[config.mk]
export PLATFORM = sky130hd
export DESIGN_NAME = ex_branch_resolver
export DESIGN_NICKNAME = d
export VERILOG_FILES = /design/src/rtl/branch_pkg.sv /design/src/rtl/branch_pred_fifo.sv /design/src/rtl/ex_branch_resolver.sv
export SDC_FILE = /design/constraint.sdc
export NUM_CORES = 1
export LEC_CHECK = 0
export ABC_AREA = 1
export CORE_MARGIN = 8
export CORE_UTILIZATION = 45
export DETAILED_ROUTE_END_ITERATION = 10
export PLACE_DENSITY = 0.76
export SYNTH_ARGS = -nofsm -noshare
export SYNTH_HDL_FRONTEND = slang
export SYNTH_SLANG_ARGS = --single-unit
[constraint.sdc]
create_clock -name clk -period 14.6 [get_ports clk]
set_input_delay 1.46 -clock clk [delete_from_list [all_inputs] [get_ports clk]]
set_output_delay 1.46 -clock clk [all_outputs]
set_load 0.005 [all_outputs]
[src/rtl/branch_pkg.sv]
// Shared types for the EX branch resolver: prediction entry, FSM state, PC increment.
// Optional performance counters in the resolver are enabled by defining BRANCH_PERF_CNT_EN.
package branch_pkg;

    // Storage width of a PC inside a prediction entry; resolver PC_W must not exceed it.
    localparam int BR_PC_W = 32;
    localparam int unsigned PC_INCR = 4;

    typedef struct packed {
        logic               pred_take;
        logic [BR_PC_W-1:0] pc;
        logic [BR_PC_W-1:0] target;
    } pred_entry_t;

    typedef enum logic {
        IDLE  = 1'b0,
        FLUSH = 1'b1
    } br_state_e;

endpackage

[src/rtl/branch_pred_fifo.sv]
// Circular FIFO of outstanding branch predictions; pointers carry one extra wrap bit.
module branch_pred_fifo
    import branch_pkg::*;
#(
    parameter int DEPTH = 4
) (
    input  logic        clk,
    input  logic        reset,
    input  logic        push_i,
    input  logic        pop_i,
    input  logic        clear_i,
    input  pred_entry_t wdata_i,
    output pred_entry_t rdata_o,
    output logic        full_o,
    output logic        empty_o
);

    localparam int AW = $clog2(DEPTH);

    pred_entry_t    mem_q [DEPTH];
    logic [AW:0]    wr_ptr_q;
    logic [AW:0]    rd_ptr_q;
    logic           do_push;
    logic           do_pop;

    assign full_o  = (wr_ptr_q[AW] != rd_ptr_q[AW]) && (wr_ptr_q[AW-1:0] == rd_ptr_q[AW-1:0]);
    assign empty_o = (wr_ptr_q == rd_ptr_q);
    assign rdata_o = mem_q[rd_ptr_q[AW-1:0]];

    // A push into a full FIFO is legal when the head leaves in the same cycle.
    assign do_pop  = pop_i && !empty_o;
    assign do_push = push_i && (!full_o || do_pop);

    always_ff @(posedge clk) begin
        // NOTE: sequential state uses non-blocking assignments so every register sees pre-edge values.
        if (reset || clear_i) begin
            wr_ptr_q <= '0;
            rd_ptr_q <= '0;
        end else begin
            if (do_push) wr_ptr_q <= wr_ptr_q + 1'b1;
            if (do_pop)  rd_ptr_q <= rd_ptr_q + 1'b1;
        end
    end

    // NOTE: storage is not reset; the pointers alone define which entries are valid.
    always_ff @(posedge clk) begin
        if (do_push && !clear_i) mem_q[wr_ptr_q[AW-1:0]] <= wdata_i;
    end

endmodule

[src/rtl/ex_branch_resolver.sv]
// Resolves queued IF predictions in EX, returns registered predictor feedback, drives flush/redirect.
// Defining BRANCH_PERF_CNT_EN adds saturating branch_count / mispredict_count outputs.
module ex_branch_resolver
    import branch_pkg::*;
#(
    parameter int DEPTH        = 4,
    parameter int FLUSH_CYCLES = 2,
    parameter int PC_W         = BR_PC_W
) (
    input  logic            clk,
    input  logic            reset,
    input  logic            if_push,
    input  logic            if_pred_take,
    input  logic [PC_W-1:0] if_pc,
    input  logic [PC_W-1:0] if_target,
    output logic            queue_full,
    input  logic            ex_valid,
    input  logic            ex_branch,
    input  logic            ex_unconditional_jmp,
    input  logic            ex_zero,
    input  logic [PC_W-1:0] ex_target,
    output logic            pc_jmp_feedback,
    output logic            pc_jmp_take,
    output logic [PC_W-1:0] pc_stash_base,
    output logic [PC_W-1:0] pc_jmp,
    output logic            flush,
    output logic            redirect_valid,
    output logic [PC_W-1:0] redirect_pc,
    output logic            err
`ifdef BRANCH_PERF_CNT_EN
    ,
    output logic [31:0]     branch_count,
    output logic [31:0]     mispredict_count
`endif
);

    localparam int CW = (FLUSH_CYCLES > 1) ? $clog2(FLUSH_CYCLES) : 1;

    br_state_e       state_q;
    logic [CW-1:0]   flush_cnt_q;
    logic            flush_q;
    logic            fb_valid_q;
    logic            fb_take_q;
    logic [PC_W-1:0] fb_base_q;
    logic [PC_W-1:0] fb_jmp_q;
    logic            redirect_valid_q;
    logic [PC_W-1:0] redirect_pc_q;
    logic            err_q;

    pred_entry_t     head;
    pred_entry_t     wentry;
    logic            fifo_full;
    logic            fifo_empty;

    logic            idle;
    logic            resolve;
    logic            actual_take;
    logic [PC_W-1:0] head_pc;
    logic [PC_W-1:0] head_tgt;
    logic [PC_W-1:0] actual_pc;
    logic            mispredict;
    logic            push_req;
    logic            push_drop;
    logic            empty_resolve;

    assign idle        = (state_q == IDLE);
    assign resolve     = idle && ex_valid && !fifo_empty;
    assign actual_take = ex_unconditional_jmp | (ex_branch & ex_zero);
    assign head_pc     = head.pc[PC_W-1:0];
    assign head_tgt    = head.target[PC_W-1:0];
    assign actual_pc   = actual_take ? ex_target : head_pc + PC_W'(PC_INCR);
    assign mispredict  = resolve &&
                         ((actual_take != head.pred_take) || (actual_take && (ex_target != head_tgt)));

    // A push alongside a mispredict belongs to the wrong path and is dropped with the flush.
    assign push_req      = idle && if_push && !mispredict;
    assign push_drop     = idle && if_push && fifo_full && !resolve;
    assign empty_resolve = idle && ex_valid && fifo_empty;

    assign wentry.pred_take = if_pred_take;
    assign wentry.pc        = BR_PC_W'(if_pc);
    assign wentry.target    = BR_PC_W'(if_target);

    branch_pred_fifo #(
        .DEPTH (DEPTH)
    ) u_fifo (
        .clk     (clk),
        .reset   (reset),
        .push_i  (push_req),
        .pop_i   (resolve),
        .clear_i (mispredict),
        .wdata_i (wentry),
        .rdata_o (head),
        .full_o  (fifo_full),
        .empty_o (fifo_empty)
    );

    always_ff @(posedge clk) begin
        if (reset) begin
            state_q          <= IDLE;
            flush_cnt_q      <= '0;
            flush_q          <= 1'b0;
            fb_valid_q       <= 1'b0;
            fb_take_q        <= 1'b0;
            fb_base_q        <= '0;
            fb_jmp_q         <= '0;
            redirect_valid_q <= 1'b0;
            redirect_pc_q    <= '0;
            err_q            <= 1'b0;
        end else begin
            fb_valid_q       <= resolve;
            redirect_valid_q <= mispredict;
            if (resolve) begin
                fb_take_q <= actual_take;
                fb_base_q <= head_pc;
                fb_jmp_q  <= actual_pc;
            end
            if (mispredict) redirect_pc_q <= actual_pc;
            if (push_drop || empty_resolve) err_q <= 1'b1;

            case (state_q)
                IDLE: begin
                    if (mispredict) begin
                        state_q     <= FLUSH;
                        flush_q     <= 1'b1;
                        flush_cnt_q <= CW'(FLUSH_CYCLES - 1);
                    end
                end
                FLUSH: begin
                    if (flush_cnt_q == '0) begin
                        state_q <= IDLE;
                        flush_q <= 1'b0;
                    end else begin
                        flush_cnt_q <= flush_cnt_q - 1'b1;
                    end
                end
                default: state_q <= IDLE;
            endcase
        end
    end

    assign queue_full      = fifo_full;
    assign pc_jmp_feedback = fb_valid_q;
    assign pc_jmp_take     = fb_take_q;
    assign pc_stash_base   = fb_base_q;
    assign pc_jmp          = fb_jmp_q;
    assign flush           = flush_q;
    assign redirect_valid  = redirect_valid_q;
    assign redirect_pc     = redirect_pc_q;
    assign err             = err_q;

`ifdef BRANCH_PERF_CNT_EN
    logic [31:0] branch_count_q;
    logic [31:0] mispredict_count_q;

    always_ff @(posedge clk) begin
        if (reset) begin
            branch_count_q     <= '0;
            mispredict_count_q <= '0;
        end else begin
            if (resolve && (branch_count_q != '1))        branch_count_q     <= branch_count_q + 1'b1;
            if (mispredict && (mispredict_count_q != '1)) mispredict_count_q <= mispredict_count_q + 1'b1;
        end
    end

    assign branch_count     = branch_count_q;
    assign mispredict_count = mispredict_count_q;
`endif

endmodule

==> results.toml, run 1 <==
[worst_setup_path]
endpoint_kind = "flip-flop"
cp.arrival_ps = 6000
slowest_delay_ps = 830
critPathLaunchType = "input pin"
crit_chain = "clkdlybuf4s50_1 -> a21o_1 -> nand3_1 -> nor2_1 -> nand2_1 -> nor2_1 -> nand2_1 -> nor2_1 -> nand3_1 -> nand2_2 -> nand2_1 -> nor2_4 -> buf_4"
cp.required_ps = 14760
rr_worst_depth = 14
path_max_fanout = 39
slowest_stage = "nor2_4"
path_class = "input pin to flip-flop"

[grt]
grt_pass1_vias = 11500
grt.met3_usage_pct = 4.23
grt_pass1_wl_mm = 66.8
grt_max_degree = 137
met1_usage_pct = 27.0
grt.busiest_layer = "met2"
overflow = 0
antenna_found_initial = 3
grt_usage_pct = 20.7
grt_util_met2_pct = 34.0

[cts]
clock_sinks = 371
ctsResizeCount = 0
path_clk_slew_ps = 60
clock_path_buffers = 3
cts_hold_buffers = 0
post_cts_buffers = 0
cts_tree = "yes"
clk_latency_ps = 530
cts_root_buf = "clkbuf_16"
htree_levels = 2
cts_buffers = 38

[sta]
setup-violations-final = 0
relSlewSlack_pct = 29.6
fin_crit_sh_pct = 40.0
setup-tns-final_ps = 0
rsz0062_at_grt = "false"
fin_crit_ps = 5840
finalClockSkew_ps = 23.4
holdWs_ps = 472
finalHoldViolations = 0
tightest_slew_ps = 1060
drv_slew = 0
setup_ws_ps = 8760
fmax_mhz = 171

[layout]
layout-drive-gt1-share_pct = 6.56
stdcell_count = 2243
final_core_util_pct = 55.4
mostFrequentLayoutCell = "nand2_1"
fillers = 2925
area_growth_pct = 21.8
layout_common_cells = "492 x nand2_1, 260 x edfxtp_1, 205 x clkdlybuf4s50_1, 185 x nand3_1, 112 x nor2_1"
final_nets = 1866

[floorplan]
initial_utilization_pct = 45.5
fp.dieH_um = 202
row_count = 68
die_x_um = 202
dieArea_um2 = 41000
io_pins = 206
core_um2 = 34400

[logic_synthesis]
syn_nets = 1690
yosys_warnings = 0
synth_area_um2 = 15600
yosys-top-cells-area = "edfxtp_1 50%, dfxtp_1 14%, nand2_1 12%, nand3_1 5.9%, o21ai_0 2.8%"
async_flop_share_pct = 0
yosysSeqAreaShare_pct = 64.2
synth_flop_cell = "edfxtp_1"
synth-seq-cells = 371
synthCells = 1580
synth_edf_count = 260
yosysUniqueCellTypes = 40
avgSynthCellArea_um2 = 9.89
yosysTopAreaCellShare_pct = 49.9
yosysTopAreaCell = "edfxtp_1"

[placement]
routabilityCongestion = 0.936
dp_slack_ps = 8260
hpwl_mm = 29.9
place_inst = 2171
port_buffers = 205

[route]
vias_per_cell = 5.31
wl_per_cell_um = 19.5
dr.pass1.iters = 7
drc = 0
ant_nets = 0
vias = 11900
drt_iter0_markers = 1061
routed_wl_mm = 43.8

[power]
power_density_nw_per_um2 = 194
power.leakage_nw = 7.31
peakVddDrop_mv = 0.106

[flow_run]
cap_violations = 0

[min_path]
hp-class = "flip-flop to flip-flop"
min_path_cells = 2

[outcome]
outcome = "complete, no violations"
## metal layers
| layer | wire length (um) | part of all wire [%] |
|---|---|---|
| met5 | 11 | 0.025 |
| met4 | 1260 | 2.9 |
| met3 | 3950 | 9.0 |
| met2 | 20900 | 48 |
| met1 | 17700 | 40 |
## path summary, 6_finish.rpt
path	slack (ps)	start	endpoint
setup reg to reg	8770	flip-flop	u_fifo.mem_q[2][1]
setup / recovery	8760	ex_branch	u_fifo.mem_q[2][1]
hold / removal	470	redirect_pc[29]	redirect_pc[29]
hold reg to reg	470	redirect_pc[29]	redirect_pc[29]
## critical path: cells and delay by family
kind,cells,cell delay (ps)
AND/OR/NAND/NOR,10,2630
AO/OA/AOI/OAI,1,710
buffers and inverters,2,1100
## logic make-up after synthesis
| logic type | after synthesis | share of synthesized area, % |
|---|---|---|
| compound gates | 180 | 6.06 |
| xor+xnor | 31 | 1.74 |
| fa+ha+maj | 6 | 0.480 |
| buf+inv | 158 | 5.19 |
| flops | 371 | 64.2 |
| mux | 1 | 0.0640 |
| simple gates | 833 | 22.3 |
## metrics by stage
step	instance area (um2)	total power, mW
after floorplan	15600	2.28
after global placement	17900	2.77
after detailed placement	17900	2.81
after CTS	19000	3.71
after global routing	19000	3.91
final	19000	3.69
## cell usage after synthesis, types with 3 or more instances
library cell	number
a21oi_1	51
a31oi_1	14
buf_1	4
buf_2	19
buf_4	8
buf_6	15
buf_8	4
clkbuf_1	29
dfxtp_1	111
edfxtp_1	260
ha_1	6
inv_1	67
inv_2	9
nand2_1	492
nand2_2	10
nand3_1	185
nand3b_1	4
nor2_1	116
nor2_2	14
o211ai_1	3
o21ai_0	89
o21ai_1	16
xnor2_1	9
xor2_1	22
## state kept, by name, indices dropped and copies added, names as in the netlist, named ones only
name / cells
redirect_pc: 32
pc_jmp_take: 1
pc_jmp: 32
err: 1
u_fifo.rd_ptr_q: 3
redirect_valid: 1
u_fifo.mem_q: 260
state_q: 1
flush: 1
u_fifo.wr_ptr_q: 3
flush_cnt_q: 1
pc_jmp_feedback: 1
pc_stash_base: 32
## power breakdown
part / internal, mW / switching (mW) / total [mW] / leakage [nW]
sequential: 1.36 / 0.116 / 1.47 / 3.29
clock: 0.516 / 0.386 / 0.902 / 0.586
combinational: 0.469 / 0.848 / 1.32 / 3.44
total: 2.34 / 1.35 / 3.69 / 7.31
## final cells by class
| class | count | area, um2 | share of cell area [%] |
|---|---|---|---|
| Clock inverter | 20 | 118 | 0.618 |
| Sequential cell | 371 | 10000 | 52.7 |
| Inverter | 79 | 304 | 1.60 |
| Tap cell | 455 | 569 | 2.99 |
| Clock buffer | 48 | 1060 | 5.56 |
| Multi-Input combinational cell | 1051 | 4820 | 25.3 |
| Timing Repair Buffer | 215 | 2130 | 11.2 |
| Antenna cell | 4 | 10.0 | 0.0526 |
(Power assumes the default switching activity.)
==> run 2, diff against run 1 <==
Settings changed: PLACE_DENSITY 0.76 to 0.79.
Clock period 14.6 ns to 5.27 ns, I/O delays scaled along.
==> run 2 against run 1 <==
Net effect: hold slack lost 2.8 ps; final cell count is essentially flat; clock power grew to 2.9 times the previous value; register-to-register slack lost 7300 ps; clock skew shrank 11 ps; combinational power grew to 2.8 times the previous value; total power grew to 2.8 times the previous value; die area is the same; wire length grew 0.15%; cell area grew 0.64%; largest power group unchanged.
==> results.toml, run 2 (same netlist as run 1, synthesis figures left out) <==
[sta]
fmax_mhz = 263
relSlewSlack_pct = 36.5
finalClockSkew_ps = 12.6
drv_slew = 0
fin_crit_ps = 3800
holdWs_ps = 469
fin_crit_sh_pct = 72.0
setup-violations-final = 0
tightest_slew_ps = 951
setup-tns-final_ps = 0
rsz0062_at_grt = "false"
finalHoldViolations = 0

[route]
vias = 12100
met1Wirelength_mm = 17.5
drt_iter0_markers = 1301
dr.pass1.iters = 6
routed_wl_mm = 43.9
wl_per_cell_um = 19.5
top_layer = "met5"
drc = 0
ant_nets = 0
vias_per_cell = 5.39
wl_met3_mm = 4.39
met2WireLength_mm = 20.2

[placement]
routabilityCongestion = 0.944
hpwl_mm = 30.2
port_buffers = 205

[cts]
htree_levels = 2
clk_latency_ps = 520
ctsResizeCount = 0
cts_buffers = 37
clock_sinks = 371
post_cts_buffers = 0
cts_hold_buffers = 0
path_clk_slew_ps = 60
clock_path_buffers = 3
cts_root_buf = "clkbuf_16"
cts_tree = "yes"

[grt]
overflow = 0
antenna_found_initial = 2
grt_pass1_wl_mm = 66.1
grt_usage_pct = 20.6
grt_pass1_vias = 11500
grt_max_degree = 137

[flow_run]
cap_violations = 0

[min_path]
hp-class = "flip-flop to flip-flop"
hp-start = "redirect_pc[22]"

[worst_setup_path]
slowest_delay_ps = 570
cp_common_cell = "nand2_1"
path_max_fanout = 59
crit_chain = "buf_4 -> nand2_1 -> nand3_1 -> nand2_1 -> nand2_1 -> nand2_1 -> inv_1 -> nand2_1 -> nor2_1 -> nand2_1 -> nor2_1 -> nand3_1 -> nand2_2 -> nand2_1 -> nor2_4 -> buf_4"
critPathLaunchType = "flip-flop"
path_class = "flip-flop to flip-flop"
endpoint_kind = "flip-flop"
crit_buf_inv = 3
crit_family = "simple AND/OR/NAND/NOR gates"
slowest_stage = "buf_4"
cp.arrival_ps = 3940
cp.required_ps = 5420

[layout]
largest_reg_flops = 260
layout-drive-gt1-share_pct = 6.82
diodes = 0
multi_input_area_um2 = 4820
final_nets = 1871
regArea_um2 = 10000
final_core_util_pct = 55.8
layout_common_cells = "492 x nand2_1, 260 x edfxtp_1, 205 x clkdlybuf4s50_1, 185 x nand3_1, 112 x nor2_1"
fillers = 2851
mostFrequentLayoutCell = "nand2_1"
area_growth_pct = 22.6

[floorplan]
dieArea_um2 = 41000
row_count = 68
die_x_um = 202
core_um2 = 34400
fp.dieH_um = 202
initial_utilization_pct = 45.5
io_pins = 206

[power]
power.leakage_nw = 7.37
peakVddDrop_mv = 0.298
power_density_nw_per_um2 = 544

[outcome]
outcome = "complete, no violations"
-- run 2: changes by cell type in the layout (fill, tap and decap cells not counted) --
cell        change
buf_12          +1
buf_4           +5
bufinv_16       +4
clkbuf_1        +5
clkbuf_8        -1
clkinv_1        -4
clkinv_2        -3
clkinv_4        -1
clkinv_8        -1
clkinvlp_4      +2
dfxtp_2         +1
dfxtp_4         -1
diode_2         -4
inv_6           -1
-- run 2: worst register-to-register path, delay by kind of cell, from the launching register on --
kind	cells	cell delay, ps
and+or+nand+nor	13	1640
DFF	1	550
buffers and inverters	3	1180
-- run 2: power breakdown --
group	leakage [nW]	switching, mW	total (mW)	internal (mW)
registers	3.29	0.300	4.05	3.75
clock network	0.608	1.05	2.66	1.61
logic	3.47	2.40	3.71	1.31
-- run 2: per-stage QoR --
step / cell area, um2 / total power [mW] / setup slack (ps) / std cells
floorplan: 15600 / 6.32 / 391 / 1580
global placement: 17900 / 7.66 / 1250 / 2177
detailed placement: 17900 / 7.76 / 1220 / 2177
CTS: 19200 / 10.4 / 1610 / 2245
global route: 19200 / 11.0 / 1280 / 2245
finish: 19200 / 10.4 / 1470 / 2245
-- run 2: final timing paths --
path | end | slack [ps] | cells past startpoint
worst max-delay path | u_fifo.mem_q[0][60] | 1470 | 16
worst min-delay path | redirect_pc[22] | 470 | 2
worst max register to register | u_fifo.mem_q[0][60] | 1470 | 16
worst min register to register | redirect_pc[22] | 470 | 2
-- run 2: area by class of cell --
type | instances | area share, %
tap | 455 | 2.97
clock buffer | 52 | 5.56
inverter | 79 | 1.59
clock inverter | 16 | 0.986
multi-input combinational | 1051 | 25.2
timing repair buffer | 221 | 11.4
sequential | 371 | 52.4
-- run 2: layer usage --
layer  track usage, %  vias to the layer above
met2             32.7                      601
met5                0                        -
met3             4.69                       99
met1             27.2                     5696
met4             8.31                        4
li1                 -                     5694
==> run 3, diff against run 2 <==
Clock period 5.27 ns to 3.1 ns, I/O delays scaled along.
==> run 3 against run 2 <==
Net effect: register-to-register slack lost 1300 ps; sequential cell count stayed put; cell area is 2.6% higher; clock-buffer cell count increased by 3; sequential share of layout area is 1.3 points lower; hold slack got worse by 37 ps; fmax rose by 29%; sequential power rose by 69%; non-clock buffer count rose by 26; wire length increased by 8.1%; total power up 76%; critical endpoint is now u_fifo.mem_q[0][5]; largest power group is now combinational logic.
==> results.toml, run 3 (same netlist as run 1, synthesis figures left out) <==
[cts]
cts_hold_buffers = 0
clk_latency_ps = 530
path_clk_slew_ps = 60
clock_path_buffers = 3
clock_sinks = 371
cts_buffers = 38
cts_root_buf = "clkbuf_16"
htree_levels = 2
cts_tree = "yes"

[placement]
hpwl_mm = 32.6
dp_slack_ps = -36.8
routabilityCongestion = 0.941
port_buffers = 205
dpl_cell_area_um2 = 18200

[worst_setup_path]
r2r_setup_slack_ps = 170
path_max_fanout = 30
critPathLaunchType = "flip-flop"
cp.arrival_ps = 3150
regToRegEndpoint = "u_fifo.mem_q[0][5]"
endpoint_kind = "flip-flop"
cp.required_ps = 3320
slowest_delay_ps = 470
path_class = "flip-flop to flip-flop"
crit_chain = "buf_4 -> nand2_1 -> nand3_1 -> nand2_1 -> nand2_1 -> o21ai_0 -> nor2_1 -> nand3_1 -> nor2_1 -> nand3_1 -> nand2_2 -> nand2_2 -> nor2_4 -> clkbuf_16"
slowest_stage = "dfxtp_4"
rr_worst_depth = 14

[power]
combPwrFrac_pct = 37.7
p_int_mw = 11.7
clock_power_share_pct = 25.1
peakVddDrop_mv = 0.492
p_switching_mw = 6.66
pwr-share-seq_pct = 37.2
power_density_nw_per_um2 = 935
power.leakage_nw = 7.60
swShare_pct = 36.2

[floorplan]
die_x_um = 202
core_um2 = 34400
dieArea_um2 = 41000
initial_utilization_pct = 45.5
row_count = 68
fp.dieH_um = 202
io_pins = 206

[min_path]
hp-start = "if_pc[19]"
hp-class = "input pin to flip-flop"
min_path_cells = 1
whs_endpoint = "u_fifo.mem_q[2][51]"

[sta]
rsz0062_at_grt = "false"
finalHoldViolations = 0
setup-tns-final_ps = 0
setup_ws_ps = 166
fin_crit_sh_pct = 94.7
fmax_mhz = 341
drv_slew = 0
holdWs_ps = 433
fin_crit_ps = 2930
setup-violations-final = 0
tightest_slew_ps = 609
relSlewSlack_pct = 59.2
finalClockSkew_ps = 22.1

[route]
routed_wl_mm = 47.4
dr.pass1.iters = 6
ant_nets = 0
drt_iter0_markers = 1154
vias_per_cell = 5.49
wl_per_cell_um = 20.9
drc = 0
vias = 12500

[layout]
area_growth_pct = 25.7
finalInstanceArea_um2 = 19700
layout-drive-gt1-share_pct = 8.15
layout_common_cells = "491 x nand2_1, 260 x edfxtp_1, 205 x clkdlybuf4s50_1, 185 x nand3_1, 112 x nor2_1"
final_nets = 1898
mostFrequentLayoutCell = "nand2_1"
largest_reg_flops = 260

[grt]
overflow = 0
grt_pass1_vias = 12000
grt_max_degree = 71
grt_usage_pct = 21.8
antenna_found_initial = 2
grt_pass1_wl_mm = 69.8

[flow_run]
cap_violations = 0

[outcome]
outcome = "complete, no violations"
run 3: changes by cell type in the layout (fill, tap and decap cells not counted), sizes merged:
cell	before	now
clkbuf	52	61
buf	16	36
clkinvlp	3	0
inv	78	79
clkinv	10	8
diode	0	2
run 3: how the worst max path moves through the flow:
stage	end	cells after the start
4_1_cts	pc_jmp[8]	14
6_report	u_fifo.mem_q[0][5]	14
3_5_place_dp	pc_jmp[8]	14
3_3_place_gp	pc_jmp[8]	12
5_1_grt	u_fifo.mem_q[0][5]	16
2_1_floorplan	u_fifo.mem_q[0][0]	14
run 3: timing repair:
action / in CTS / in global routing
setup endpoints to repair: 1 / 278
gates resized for setup: 1 / 12
setup buffers: 0 / 0
pin swaps: 0 / 1
gates cloned: 0 / 6
run 3: worst max-delay path, delay by kind of cell, from the launching register on:
family,cells,cell delay [ps]
AOI/OAI and AO/OA,1,80
buffers and inverters,2,620
DFF,1,470
and+or+nand+nor,11,1450
run 3: routing by layer:
layer | global-route usage, % | up-vias | part of all wire (%)
li1 | - | 5751 | -
met1 | 29.0 | 5871 | 40
met3 | 4.90 | 114 | 10
met4 | 8.83 | 4 | 3.8
met5 | 0 | - | 0.057
met2 | 34.1 | 727 | 46
run 3: power by group through the flow:
stage	registers [mW]	clock network [mW]	logic, mW
2_1_floorplan	6.85	0	3.87
3_3_place_gp	6.87	0	6.50
3_5_place_dp	6.89	0	6.61
4_1_cts	6.80	4.64	6.66
5_1_grt	6.91	4.82	7.50
6_report	6.83	4.61	6.94
run 3: through the flow:
| stage | cells | utilization, % | total power [mW] |
|---|---|---|---|
| global route | 2270 | 57.2 | 19.2 |
| global placement | 2197 | 52.9 | 13.4 |
| floorplan | 1580 | - | 10.7 |
| CTS | 2264 | 56.6 | 18.1 |
| detailed placement | 2197 | 52.9 | 13.5 |
| finish | 2272 | 57.2 | 18.4 |
run 3: final cells by class:
type / instances / area (um2)
fill: 2814 / 14700
sequential: 371 / 10000
multi-input combinational: 1051 / 4820
timing repair buffer: 247 / 2640
clock buffer: 55 / 1090
tap: 455 / 569
inverter: 79 / 315
clock inverter: 12 / 176
antenna: 2 / 5.00
